==> src/rtl/player_time_loader.sv <==
// Per-player chess-clock time register: validates BCD MM:SS presets, counts down on TICK, flags expiry.
// Optional move bonus enabled by defining PLAYER_TIME_LOADER_BONUS_EN (adds INC_SECONDS when RUN falls).
module player_time_loader #(
  parameter int unsigned INC_SECONDS = 5
) (
  input  logic       CLK,
  input  logic       CLR,
  input  logic       CE,
  input  logic       LOAD,
  input  logic [3:0] LD_M10,
  input  logic [3:0] LD_M1,
  input  logic [3:0] LD_S10,
  input  logic [3:0] LD_S1,
  input  logic       RUN,
  input  logic       TICK,
  output logic [3:0] M10,
  output logic [3:0] M1,
  output logic [3:0] S10,
  output logic [3:0] S1,
  output logic       LOAD_ACK,
  output logic       LOAD_ERR,
  output logic       EXPIRED
);

  if (INC_SECONDS > 59) begin : gIncRange
    $error("INC_SECONDS must be in 0..59");
  end

  typedef enum logic [1:0] {EMPTY, READY, RUNNING, FLAGGED} state_e;

  state_e     state_q, state_d;
  logic [3:0] m10_q, m1_q, s10_q, s1_q;
  logic [3:0] m10_d, m1_d, s10_d, s1_d;
  logic       ack_q, ack_d, err_q, err_d;

  logic loadValid, presetZero, loadAccept;
  assign loadValid  = (LD_M10 <= 4'd9) && (LD_M1 <= 4'd9) && (LD_S10 <= 4'd5) && (LD_S1 <= 4'd9);
  assign presetZero = ({LD_M10, LD_M1, LD_S10, LD_S1} == 16'h0000);
  assign loadAccept = CE && LOAD && loadValid && (state_q != RUNNING);

  // One-second BCD decrement; RUNNING always holds a nonzero time so M10 never underflows.
  logic       borrowS1, borrowS10, borrowM1, decZero;
  logic [3:0] decM10, decM1, decS10, decS1;
  assign borrowS1  = (s1_q == 4'd0);
  assign borrowS10 = borrowS1 && (s10_q == 4'd0);
  assign borrowM1  = borrowS10 && (m1_q == 4'd0);
  assign decS1     = borrowS1 ? 4'd9 : s1_q - 4'd1;
  assign decS10    = borrowS1 ? (borrowS10 ? 4'd5 : s10_q - 4'd1) : s10_q;
  assign decM1     = borrowS10 ? (borrowM1 ? 4'd9 : m1_q - 4'd1) : m1_q;
  assign decM10    = borrowM1 ? m10_q - 4'd1 : m10_q;
  assign decZero   = ({decM10, decM1, decS10, decS1} == 16'h0000);

`ifdef PLAYER_TIME_LOADER_BONUS_EN
  localparam logic [3:0] INC_S1  = 4'(INC_SECONDS % 10);
  localparam logic [3:0] INC_S10 = 4'(INC_SECONDS / 10);

  logic [4:0] addS1, addS10, addM1, addM10;
  logic       carryS1, carryS10, carryM1, saturate;
  logic [3:0] bonM10, bonM1, bonS10, bonS1;
  assign addS1    = {1'b0, s1_q} + {1'b0, INC_S1};
  assign carryS1  = (addS1 > 5'd9);
  assign addS10   = {1'b0, s10_q} + {1'b0, INC_S10} + {4'd0, carryS1};
  assign carryS10 = (addS10 > 5'd5);
  assign addM1    = {1'b0, m1_q} + {4'd0, carryS10};
  assign carryM1  = (addM1 > 5'd9);
  assign addM10   = {1'b0, m10_q} + {4'd0, carryM1};
  assign saturate = (addM10 > 5'd9);
  assign bonS1    = saturate ? 4'd9 : (carryS1  ? 4'(addS1  - 5'd10) : addS1[3:0]);
  assign bonS10   = saturate ? 4'd5 : (carryS10 ? 4'(addS10 - 5'd6)  : addS10[3:0]);
  assign bonM1    = saturate ? 4'd9 : (carryM1  ? 4'(addM1  - 5'd10) : addM1[3:0]);
  assign bonM10   = saturate ? 4'd9 : addM10[3:0];
`endif

  always_ff @(posedge CLK or posedge CLR) begin
    if (CLR) begin
      state_q <= EMPTY;
      m10_q   <= 4'd0;
      m1_q    <= 4'd0;
      s10_q   <= 4'd0;
      s1_q    <= 4'd0;
      ack_q   <= 1'b0;
      err_q   <= 1'b0;
    end else begin
      state_q <= state_d;
      m10_q   <= m10_d;
      m1_q    <= m1_d;
      s10_q   <= s10_d;
      s1_q    <= s1_d;
      ack_q   <= ack_d;
      err_q   <= err_d;
    end
  end

  // Any LOAD seen in READY blocks the RUN transition for that cycle, valid or not.
  always_comb begin
    state_d = state_q;
    if (loadAccept) begin
      state_d = presetZero ? EMPTY : READY;
    end else if (CE) begin
      case (state_q)
        READY:   if (!LOAD && RUN) state_d = RUNNING;
        RUNNING: begin
          if (!RUN)                  state_d = READY;
          else if (TICK && decZero)  state_d = FLAGGED;
        end
        default: state_d = state_q;
      endcase
    end
  end

  always_comb begin
    m10_d = m10_q;
    m1_d  = m1_q;
    s10_d = s10_q;
    s1_d  = s1_q;
    ack_d = loadAccept;
    err_d = CE && LOAD && !loadAccept;
    if (loadAccept) begin
      {m10_d, m1_d, s10_d, s1_d} = {LD_M10, LD_M1, LD_S10, LD_S1};
    end else if (CE && (state_q == RUNNING)) begin
      if (RUN && TICK) begin
        {m10_d, m1_d, s10_d, s1_d} = {decM10, decM1, decS10, decS1};
      end
`ifdef PLAYER_TIME_LOADER_BONUS_EN
      else if (!RUN) begin
        {m10_d, m1_d, s10_d, s1_d} = {bonM10, bonM1, bonS10, bonS1};
      end
`endif
    end
  end

  always_comb begin
    M10      = m10_q;
    M1       = m1_q;
    S10      = s10_q;
    S1       = s1_q;
    LOAD_ACK = ack_q;
    LOAD_ERR = err_q;
    EXPIRED  = (state_q == FLAGGED);
  end

endmodule

==> config.mk <==
export PLATFORM = sky130hd
export DESIGN_NAME = player_time_loader
export DESIGN_NICKNAME = d
export VERILOG_FILES = /design/src/rtl/player_time_loader.sv
export SDC_FILE = /design/constraint.sdc
export NUM_CORES = 1
export LEC_CHECK = 0
export CAP_MARGIN = 20
export CORE_MARGIN = 2
export CORE_UTILIZATION = 30
export CTS_CLUSTER_DIAMETER = 120
export DETAILED_ROUTE_END_ITERATION = 8
export HOLD_SLACK_MARGIN = 0.1
export SLEW_MARGIN = 20
export SYNTH_ARGS = -nofsm -noshare
export SYNTH_HDL_FRONTEND = slang
export SYNTH_SLANG_ARGS = --single-unit
==> constraint.sdc <==
create_clock -name CLK -period 4.5 [get_ports CLK]
set_input_delay 1.35 -clock CLK [delete_from_list [all_inputs] [get_ports CLK]]
set_output_delay 1.35 -clock CLK [all_outputs]
set_load 0.01 [all_outputs]
==> results of run 1 <==
-- cell type report --
cell class	instances	area, µm²	area share
Sequential cell	20	500	0.259
Clock buffer	3	41.3	0.0214
Timing Repair Buffer	43	423	0.219
Inverter	12	45.0	0.0233
Clock inverter	1	30.0	0.0156
Multi-Input combinational cell	126	825	0.427
Tap cell	52	65.1	0.0337
-- metrics by stage --
step	power [W]	setup WS [ns]	instance area [µm²]	instances
floorplan	0.000678	1.85	1390	163
CTS	0.00111	1.35	1930	257
detailed placement	0.000920	1.07	1860	253
finish	0.00111	1.32	1930	257
global placement	0.000926	1.10	1860	253
global route	0.00119	1.21	1930	257
-- routing by layer --
| layer | GRT usage | share of wire | wire [µm] | up-vias |
|---|---|---|---|---|
| met4 | 0.0650 | 0.013 | 56 | 0 |
| li1 | - | - | - | 701 |
| met1 | 0.230 | 0.47 | 2010 | 711 |
| met3 | 0.0319 | 0.071 | 301 | 7 |
| met2 | 0.275 | 0.44 | 1880 | 55 |
| met5 | 0 | 0 | 0 | - |
-- kinds of logic after synthesis --
kind of cell,Yosys count,share of synthesized area
muxes,2,0.0144
and+or+nand+nor,71,0.292
adders and majority gates,5,0.0449
buffers and inverters,17,0.0521
AOI/OAI and AO/OA,47,0.231
DFF,20,0.359
xor gates and xnor gates,1,0.00629
-- worst max path at each step --
stage,from,end,slack [ns],cells past startpoint
finish,CE,M10[0]$_DFFE_PP0P_,1.32,8
detailed placement,CE,M10[0]$_DFFE_PP0P_,1.07,8
global placement,CE,M10[3]$_DFFE_PP0P_,1.10,7
global route,CE,M10[3]$_DFFE_PP0P_,1.21,7
CTS,CE,M10[3]$_DFFE_PP0P_,1.35,7
floorplan,LD_S10[2],S1[3]$_DFFE_PP0P_,1.85,6
-- worst max-delay path: stages --
cell and delay [ns]:
clkdlybuf4s50_1 0.55, nand2_1 0.11, a211o_1 0.27, nor3_2 0.28, buf_4 0.22, or2_2 0.15, o21ai_1 0.09, a221o_1 0.30
-- flip-flops by register name (all words and copies together), names as in the netlist --
register and cells:
LOAD_ACK 1, LOAD_ERR 1, M1 4, M10 4, S1 4, S10 4, state_q 2
-- power breakdown --
group          switching, W  internal (W)
combinational      0.000269      0.000283
sequential         0.000119      0.000248
clock             0.0000670      0.000119
-- cell usage in the layout (no fill, tap or decap), types with 3 or more instances in the layout --
cell	count
nor2_1	13
a221o_1	7
nand3_1	7
nand2_1	16
ha_1	5
inv_1	12
clkbuf_8	3
nor4_1	10
nand4_1	3
o21ai_0	15
nor3_1	6
buf_4	3
dfrtp_1	20
a21oi_1	9
clkdlybuf4s50_1	40
==> metrics.txt, run 1 <==
status finished clean; Slew headroom 0.447; Ant. Diodes 0; Post-synth ARST share 1.00; Fill cells around 440; Final min period between 3 and 4 ns; top-count cell post-synth dfrtp_1; CTS Sinks 20; die width a little over 70 µm; maximum root-to-sink buffer count 2; reg2reg path depth 7; GR Util All Layers 0.172; post-synth top area share 0.359; WHS Endpoint state_q[1]$_DFFE_PP0P_; Tcrit/Tclk final 0.706; synthesized area approximately 0.0014 mm²; HP Start state_q[1]$_DFFE_PP0P_; FMAX roughly 0.31 GHz; Final Net Count about 230; number of global-route vias before repair 1414; CP Data Required Time roughly 4.7 ns; root buffer cell clkbuf_8; worst hold stages 2; Cells after Synth 163; Reg2Reg Launch Point S10[0]$_DFFE_PP0P_; power per cell area ~570 mW/mm²; TritonCTS buffer count 3; Mapped Nets 190; synth warn 0; CTS tree done; register area share after synthesis 0.359; type of origin of the critical path input port; most frequent cells after synthesis dfrtp_1 (20), nand2_1 (16), o21ai_0 (15), nor2_1 (13), inv_1 (12); Synth Flop Type dfrtp_1; full die area between 0.005 and 0.006 mm²; max_cap viols 0; Die Ht 72.1 µm; routed len/inst approximately 17 µm; Std-Cell Rows 24; largest net degree at the start of global routing 21; leak pwr ~0.75 nW; share of cells above drive strength 1 0.0780; final hold violation count 0; initial core utilization 0.315; Setup Buffers After CTS 0; CP arrival 3.33 ns; Hold/Removal Path Class reg2reg; global-route wire length before repair between 6000 and 7000 µm; final setup skew roughly 0.0063 ns; Synth Area per Inst around 8.5 µm²; PortBufs 40; Worst-path clk slew ~0.08 ns; First-pass DRT Iterations 4; Routed Wire Length between 4000 and 5000 µm; Final Max Tran Viols 0; CTS H-tree depth 1; Worst-Margin Slew around 0.83 ns; vias 1474; unrepaired setup endpoints after global routing false; number of synthesized flops with an enable pin 0; number of I/O pins 41; initial antenna violation count 0; 1st-iter DRT viols approximately 150; post-synth top area cell dfrtp_1; drc violations 0; cts repair resizes 0; Setup-failing EPs final 0; HPWL after DPL around 3200 µm; R2R Path End M10[3]$_DFFE_PP0P_; worst vdd ir about 0.16 mV; CP Capture Type flip-flop; Yosys reg bits 20; Fin Setup TNS 0 ns; Netlist cell types 42; GRT overflow 0; Core ar. 0.00441 mm²; hold_buf cts 0; GP Congestion roughly 0.86; Detail Route Antenna Nets 0; clk_lat worst skew between 0.2 and 0.3 ns; reg2reg setup slack just under 2 ns; final cell utilization of the core 0.437; Crit Path Class in2reg; Synth area leaders dfrtp_1 (36%), o21ai_0 (5.4%), a221o_1 (5.0%); worst-path fanout max 9; worst hold margin roughly 0.55 ns; Vias/cell about 5.7; Area Overhead vs Synth 38.5%
(Power assumes the default switching activity.)
==> inputs of run 2 (changes only) <==
- clock period: 4.5 -> 2.8 ns (I/O delays scaled with it)
==> run 2 against run 1 <==
Against the previous run: core utilization up 0.65 points; setup slack worse by 1.0 ns; critical path depth fell by 1; first-iteration DRC count is 23% lower; sequential power grew 64%; clock power grew 21%; non-clock buffer count increased by 6; die area unchanged; via count grew 0.34%; critical path type is now reg2reg.
==> metrics.txt, run 2 (synthesized netlist as in run 1, its figures left out) <==
initial core utilization 0.315 (unchanged); HP Start state_q[1]$_DFFE_PP0P_; Tcrit/Tclk final 0.887; reg2reg setup slack 0.32 ns (-1.67 ns); Placed Cells 259 (+2.4%); initial antenna violation count 0 (unchanged); FMAX between 0.4 and 0.5 GHz; slowest stage delay, CP 0.49 ns (-0.06 ns); worst vdd ir 0.281 mV (+79%); Worst-path clk slew 0.08 ns (about the same); die width 72.1 µm (unchanged); drc violations 0 (unchanged); WP buf/inv 1 (-1); cts repair resizes 0 (unchanged); area of the multi-input gates 825 µm² (unchanged); Vias/cell 5.62 (-1.9%); final setup skew 0.000845 ns (-0.00547 ns); Routed Wire Length 4450 µm (+4.6%); CTS tree done; number of I/O pins 41 (unchanged); clk_lat worst skew 0.26 ns (about the same); type of origin of the critical path flip-flop; reg2reg path depth 7 (unchanged); status finished clean; PortBufs 40 (unchanged); largest net degree at the start of global routing 21 (unchanged); slowest CP cell or4_1; most frequent cells in the layout clkdlybuf4s50_1 (40), dfrtp_1 (20), nand2_1 (16); CTS Sinks 20 (unchanged); GR Util All Layers 0.182 (+0.0101); storage element area 500 µm² (unchanged); vias 1479 (+0.34%); Std-Cell Rows 24 (unchanged); First-pass DRT Iterations 4 (unchanged); GP Congestion 0.843 (-2.2%); power per cell area 888 mW/mm² (+55%); global routing usage on met1 0.252 (+0.0223); Reg2Reg Launch Point S10[0]$_DFFE_PP0P_; most used routing layer met2; Hold/Removal Path Class reg2reg; worst hold stages 2 (unchanged); Slew headroom 0.673 (+0.225); leak pwr 0.776 nW (+2.9%); routed len/inst 16.9 µm (+2.2%); Detail Route Antenna Nets 0 (unchanged); maximum root-to-sink buffer count 2 (unchanged); worst-path fanout max 7 (-2); CP Data Required Time 2.95 ns (-1.70 ns); Ant. Diodes 0 (unchanged); met3 Usage GRT 0.0333 (+0.00139); Final Max Tran Viols 0 (unchanged); Die Ht 72.1 µm (unchanged); CP Capture Type flip-flop; CP arrival 2.63 ns (-0.70 ns); Fill cells 451 (+2.0%); Crit Path Class reg2reg; Worst-Margin Slew 0.489 ns (-0.339 ns); Finished Layout Cells 263 (+2.3%); Core ar. 0.00441 mm² (unchanged); TritonCTS buffer count 3 (unchanged); number of global-route vias before repair 1443 (+2.1%); R2R Path End M10[3]$_DFFE_PP0P_; most common cell after layout, fill and taps aside clkdlybuf4s50_1; Setup Buffers After CTS 0 (unchanged); CTS H-tree depth 1 (unchanged); WHS Endpoint state_q[1]$_DFFE_PP0P_; hold_buf cts 0 (unchanged); GRT overflow 0 (unchanged); Final Net Count 239 (+2.6%); max_cap viols 0 (unchanged); global-route wire length before repair 7400 µm (+6.8%); Final min period between 2 and 2.5 ns; unrepaired setup endpoints after global routing false; CP Cell Sequence inv_1 > ha_1 > nor3b_4 > nand3_1 > or4_1 > a21o_1 > a221o_1; Fin Setup TNS 0 ns (unchanged); HPWL after DPL 3430 µm (+7.4%); Setup-failing EPs final 0 (unchanged); 1st-iter DRT viols 113 (-23%); share of cells above drive strength 1 0.104 (+0.0262); root buffer cell clkbuf_8; Area Overhead vs Synth 40.6%; GRT met2 Usage 0.297 (+0.0214); Crit path max-delay family simple AND/OR/NAND/NOR gates; full die area 0.00520 mm² (unchanged); final hold violation count 0 (unchanged)
-- run 2: cell types whose count changed in the layout (fill, tap and decap cells not counted), sizes merged --
cell	before	now
buf	3	9
bufinv	1	0
clkbuf	3	4
-- run 2: through the flow --
step / setup slack (ns) / utilization / cell area, µm² / power [W] / hold WS [ns]
2_1_floorplan: 0.570 / - / 1390 / 0.00109 / 0.489
3_3_place_gp: 0.128 / 0.431 / 1900 / 0.00151 / 0.549
3_5_place_dp: 0.0631 / 0.431 / 1900 / 0.00151 / 0.554
4_1_cts: 0.306 / 0.444 / 1960 / 0.00175 / 0.581
5_1_grt: 0.0962 / 0.444 / 1960 / 0.00188 / 0.630
6_report: 0.317 / 0.444 / 1960 / 0.00174 / 0.572
-- run 2: worst min-delay path: cells and delay by family, from the launching register on --
kind	cells	cell delay [ns]
compound gates	1	0.07
flops	1	0.40
simple gates	1	0.06
-- run 2: where the power goes --
| part | total (W) | switching [W] | internal [W] |
|---|---|---|---|
| clock | 0.000225 | 0.0000999 | 0.000125 |
| sequential | 0.000602 | 0.000204 | 0.000399 |
| combinational | 0.000912 | 0.000443 | 0.000469 |
| total | 0.00174 | 0.000746 | 0.000993 |
-- run 2: worst max-delay path by stage --
| stage | startpoint | to | slack, ns | depth (start not counted) |
|---|---|---|---|---|
| floorplan | S10[0]$_DFFE_PP0P_ | M10[3]$_DFFE_PP0P_ | 0.57 | 7 |
| global placement | LOAD | M1[2]$_DFFE_PP0P_ | 0.13 | 7 |
| detailed placement | LOAD | M1[2]$_DFFE_PP0P_ | 0.06 | 7 |
| CTS | S10[0]$_DFFE_PP0P_ | state_q[0]$_DFFE_PP0P_ | 0.31 | 8 |
| global route | S10[0]$_DFFE_PP0P_ | state_q[0]$_DFFE_PP0P_ | 0.1 | 8 |
| finish | S10[0]$_DFFE_PP0P_ | M10[3]$_DFFE_PP0P_ | 0.32 | 7 |
-- run 2: layer usage --
layer / routed length (µm) / vias up / part of all wire
met5: 0 / - / 0
li1: - / 713 / -
met4: 78 / 0 / 0.018
met1: 2120 / 713 / 0.48
met3: 253 / 6 / 0.057
met2: 1990 / 47 / 0.45
-- run 2: layout make-up --
cell class,instances,area share
Clock buffer,4,0.0281
Inverter,12,0.0230
Multi-Input combinational cell,126,0.421
Sequential cell,20,0.256
Tap cell,52,0.0332
Timing Repair Buffer,49,0.239
==> inputs of run 3 (changes only) <==
--- a/config.mk
+++ b/config.mk
@@ -11,4 +11,5 @@
 export CTS_CLUSTER_DIAMETER = 120
 export DETAILED_ROUTE_END_ITERATION = 8
+export DONT_BUFFER_PORTS = 1
 export HOLD_SLACK_MARGIN = 0.1
 export SLEW_MARGIN = 20
==> constraint.sdc (replaced) <==
create_clock -name CLK -period 2.8 [get_ports CLK]
set_input_delay 0.84 -clock CLK [delete_from_list [all_inputs] [get_ports CLK]]
set_output_delay 0.84 -clock CLK [all_outputs]
set_load 0.1 [all_outputs]
==> run 3 against run 2 <==
Against the previous run: fmax grew 3.1%; clock skew grew 0.0075 ns; combinational power grew 67%; final area shrank 15%; total power grew 40%; global-route usage shrank 1.2 points; die area is the same; wire length shrank 2.1%; critical path type unchanged; clock power grew 34%; via count shrank 5.8%; hold slack lost 0.0090 ns.
==> metrics.txt, run 3 (synthesized netlist as in run 1, its figures left out) <==
leak pwr 0.695 nW (-10%); initial core utilization 0.315 (unchanged); type of origin of the critical path flip-flop; First-pass DRT Iterations 4 (unchanged); share of cells above drive strength 1 0.186 (+0.0815); Worst-path clk slew 0.09 ns (about the same); slowest CP cell or4_1; CP Cell Sequence inv_1 > ha_1 > nor3b_4 > nand3_1 > or4_1 > a21o_1 > a221o_1; number of global-route vias before repair 1321 (-8.5%); CP Capture Type flip-flop; Std-Cell Rows 24 (unchanged); crit path from S10[0]$_DFFE_PP0P_; status finished clean; global routing usage on met1 0.234 (-0.0175); most common cell after layout, fill and taps aside buf_4; Area Overhead vs Synth 19.5%; GR Util All Layers 0.170 (-0.0116); drc violations 0 (unchanged); number of I/O pins 41 (unchanged); worst setup path endpoint M10[3]$_DFFE_PP0P_; Slew headroom 0.334 (-0.338); Fill cells 454 (+0.67%); worst-path fanout max 7 (unchanged); Vias/cell 5.93 (+5.4%); Core ar. 0.00441 mm² (unchanged); routed len/inst 18.5 µm (+9.5%); Final min period 2.41 ns (-0.0743 ns); final setup skew 0.00839 ns (+0.00755 ns); worst vdd ir 0.430 mV (+53%); largest net degree at the start of global routing 21 (unchanged); final hold violation count 0 (unchanged); TritonCTS buffer count 3 (unchanged); Setup Buffers After CTS 0 (unchanged); fin area 0.00166 mm² (-15%); CTS H-tree depth 1 (unchanged); global-route wire length before repair 6840 µm (-7.5%); most frequent cells in the layout buf_4 (21), dfrtp_1 (20), nand2_1 (16); cts repair resizes 0 (unchanged); 1st-iter DRT viols 141 (+25%); R2R Path End M10[3]$_DFFE_PP0P_; CP Data Required Time 2.95 ns (about the same); Routed Wire Length 4350 µm (-2.1%); Hold/Removal Path Class reg2reg; unrepaired setup endpoints after global routing false; Reg2Reg Launch Point S10[0]$_DFFE_PP0P_; Final Max Tran Viols 0 (unchanged); GRT met2 Usage 0.239 (-0.0581); max_cap viols 0 (unchanged); dpl cell area 0.00159 mm² (-16%); Final Net Count 211 (-12%); Die Ht 72.1 µm (unchanged); Fin Setup TNS 0 ns (unchanged); reg2reg path depth 7 (unchanged); Crit Path Class reg2reg; CP arrival 2.56 ns (-0.07 ns); PortBufs 0 (-100%); FMAX 0.415 GHz (+3.1%); Tcrit/Tclk final 0.860 (-0.0266); vias 1393 (-5.8%); HPWL after DPL 3280 µm (-4.5%); GRT overflow 0 (unchanged); initial antenna violation count 0 (unchanged); most used routing layer met2; root buffer cell clkbuf_8; full die area 0.00520 mm² (unchanged); clk_lat worst skew 0.27 ns (about the same); maximum root-to-sink buffer count 2 (unchanged); met3 Usage GRT 0.0847 (+0.0514); power per cell area 1460 mW/mm² (+64%); hold_buf cts 0 (unchanged); Worst-Margin Slew 0.999 ns (+0.509 ns); Setup-failing EPs final 0 (unchanged); CTS tree done; GP Congestion 0.857 (+1.6%); slowest stage delay, CP 0.50 ns (about the same); Detail Route Antenna Nets 0 (unchanged); die width 72.1 µm (unchanged); CTS Sinks 20 (unchanged); Ant. Diodes 0 (unchanged); reg2reg setup slack 0.39 ns (+0.07 ns)
run 3: per-stage QoR:
step / hold WS [ns] / total power, W / worst slack, ns / util / instances
after global routing: 0.599 / 0.00256 / 0.254 / 0.377 / 235
after detailed placement: 0.540 / 0.00212 / 0.452 / 0.361 / 231
after CTS: 0.561 / 0.00243 / 0.443 / 0.377 / 235
after floorplan: 0.489 / 0.00180 / 0.0376 / - / 163
after global placement: 0.535 / 0.00212 / 0.415 / 0.361 / 231
final: 0.563 / 0.00243 / 0.391 / 0.377 / 235
run 3: layer usage:
metal / up-vias / wire, µm
li1: 654 / -
met1: 664 / 1930
met2: 69 / 1860
met3: 6 / 515
met4: 0 / 40
met5: - / 0
run 3: critical path, delay by kind of cell, from the launching register on:
kind,cells,cell delay [ns]
adders and majority gates,1,0.22
DFF,1,0.39
and+or+nand+nor,3,1.08
AOI/OAI and AO/OA,2,0.49
buffers and inverters,1,0.11
run 3: area by class of cell:
type,instances,area [µm²],share of cell area
multi-input cells,126,825,0.495
well taps,52,65.1,0.0391
clock inverters,1,30.0,0.0180
clock buffers,3,41.3,0.0248
inverters,12,45.0,0.0271
repair buffers,21,158,0.0947
flip-flops and latches,20,500,0.301
run 3: worst min-delay path by stage:
stage,start,to,cells after the start
final,state_q[1]$_DFFE_PP0P_,state_q[1]$_DFFE_PP0P_,2
after global routing,state_q[1]$_DFFE_PP0P_,state_q[1]$_DFFE_PP0P_,2
after CTS,state_q[1]$_DFFE_PP0P_,state_q[1]$_DFFE_PP0P_,2
after detailed placement,state_q[1]$_DFFE_PP0P_,state_q[1]$_DFFE_PP0P_,2
after global placement,state_q[1]$_DFFE_PP0P_,state_q[1]$_DFFE_PP0P_,2
after floorplan,state_q[1]$_DFFE_PP0P_,state_q[1]$_DFFE_PP0P_,2
run 3: where the power goes:
| group | leakage [nW] | switching, W | internal, W |
|---|---|---|---|
| registers | 0.258 | 0.000208 | 0.000397 |
| logic | 0.402 | 0.00113 | 0.000390 |
| clock network | 0.0357 | 0.000111 | 0.000191 |
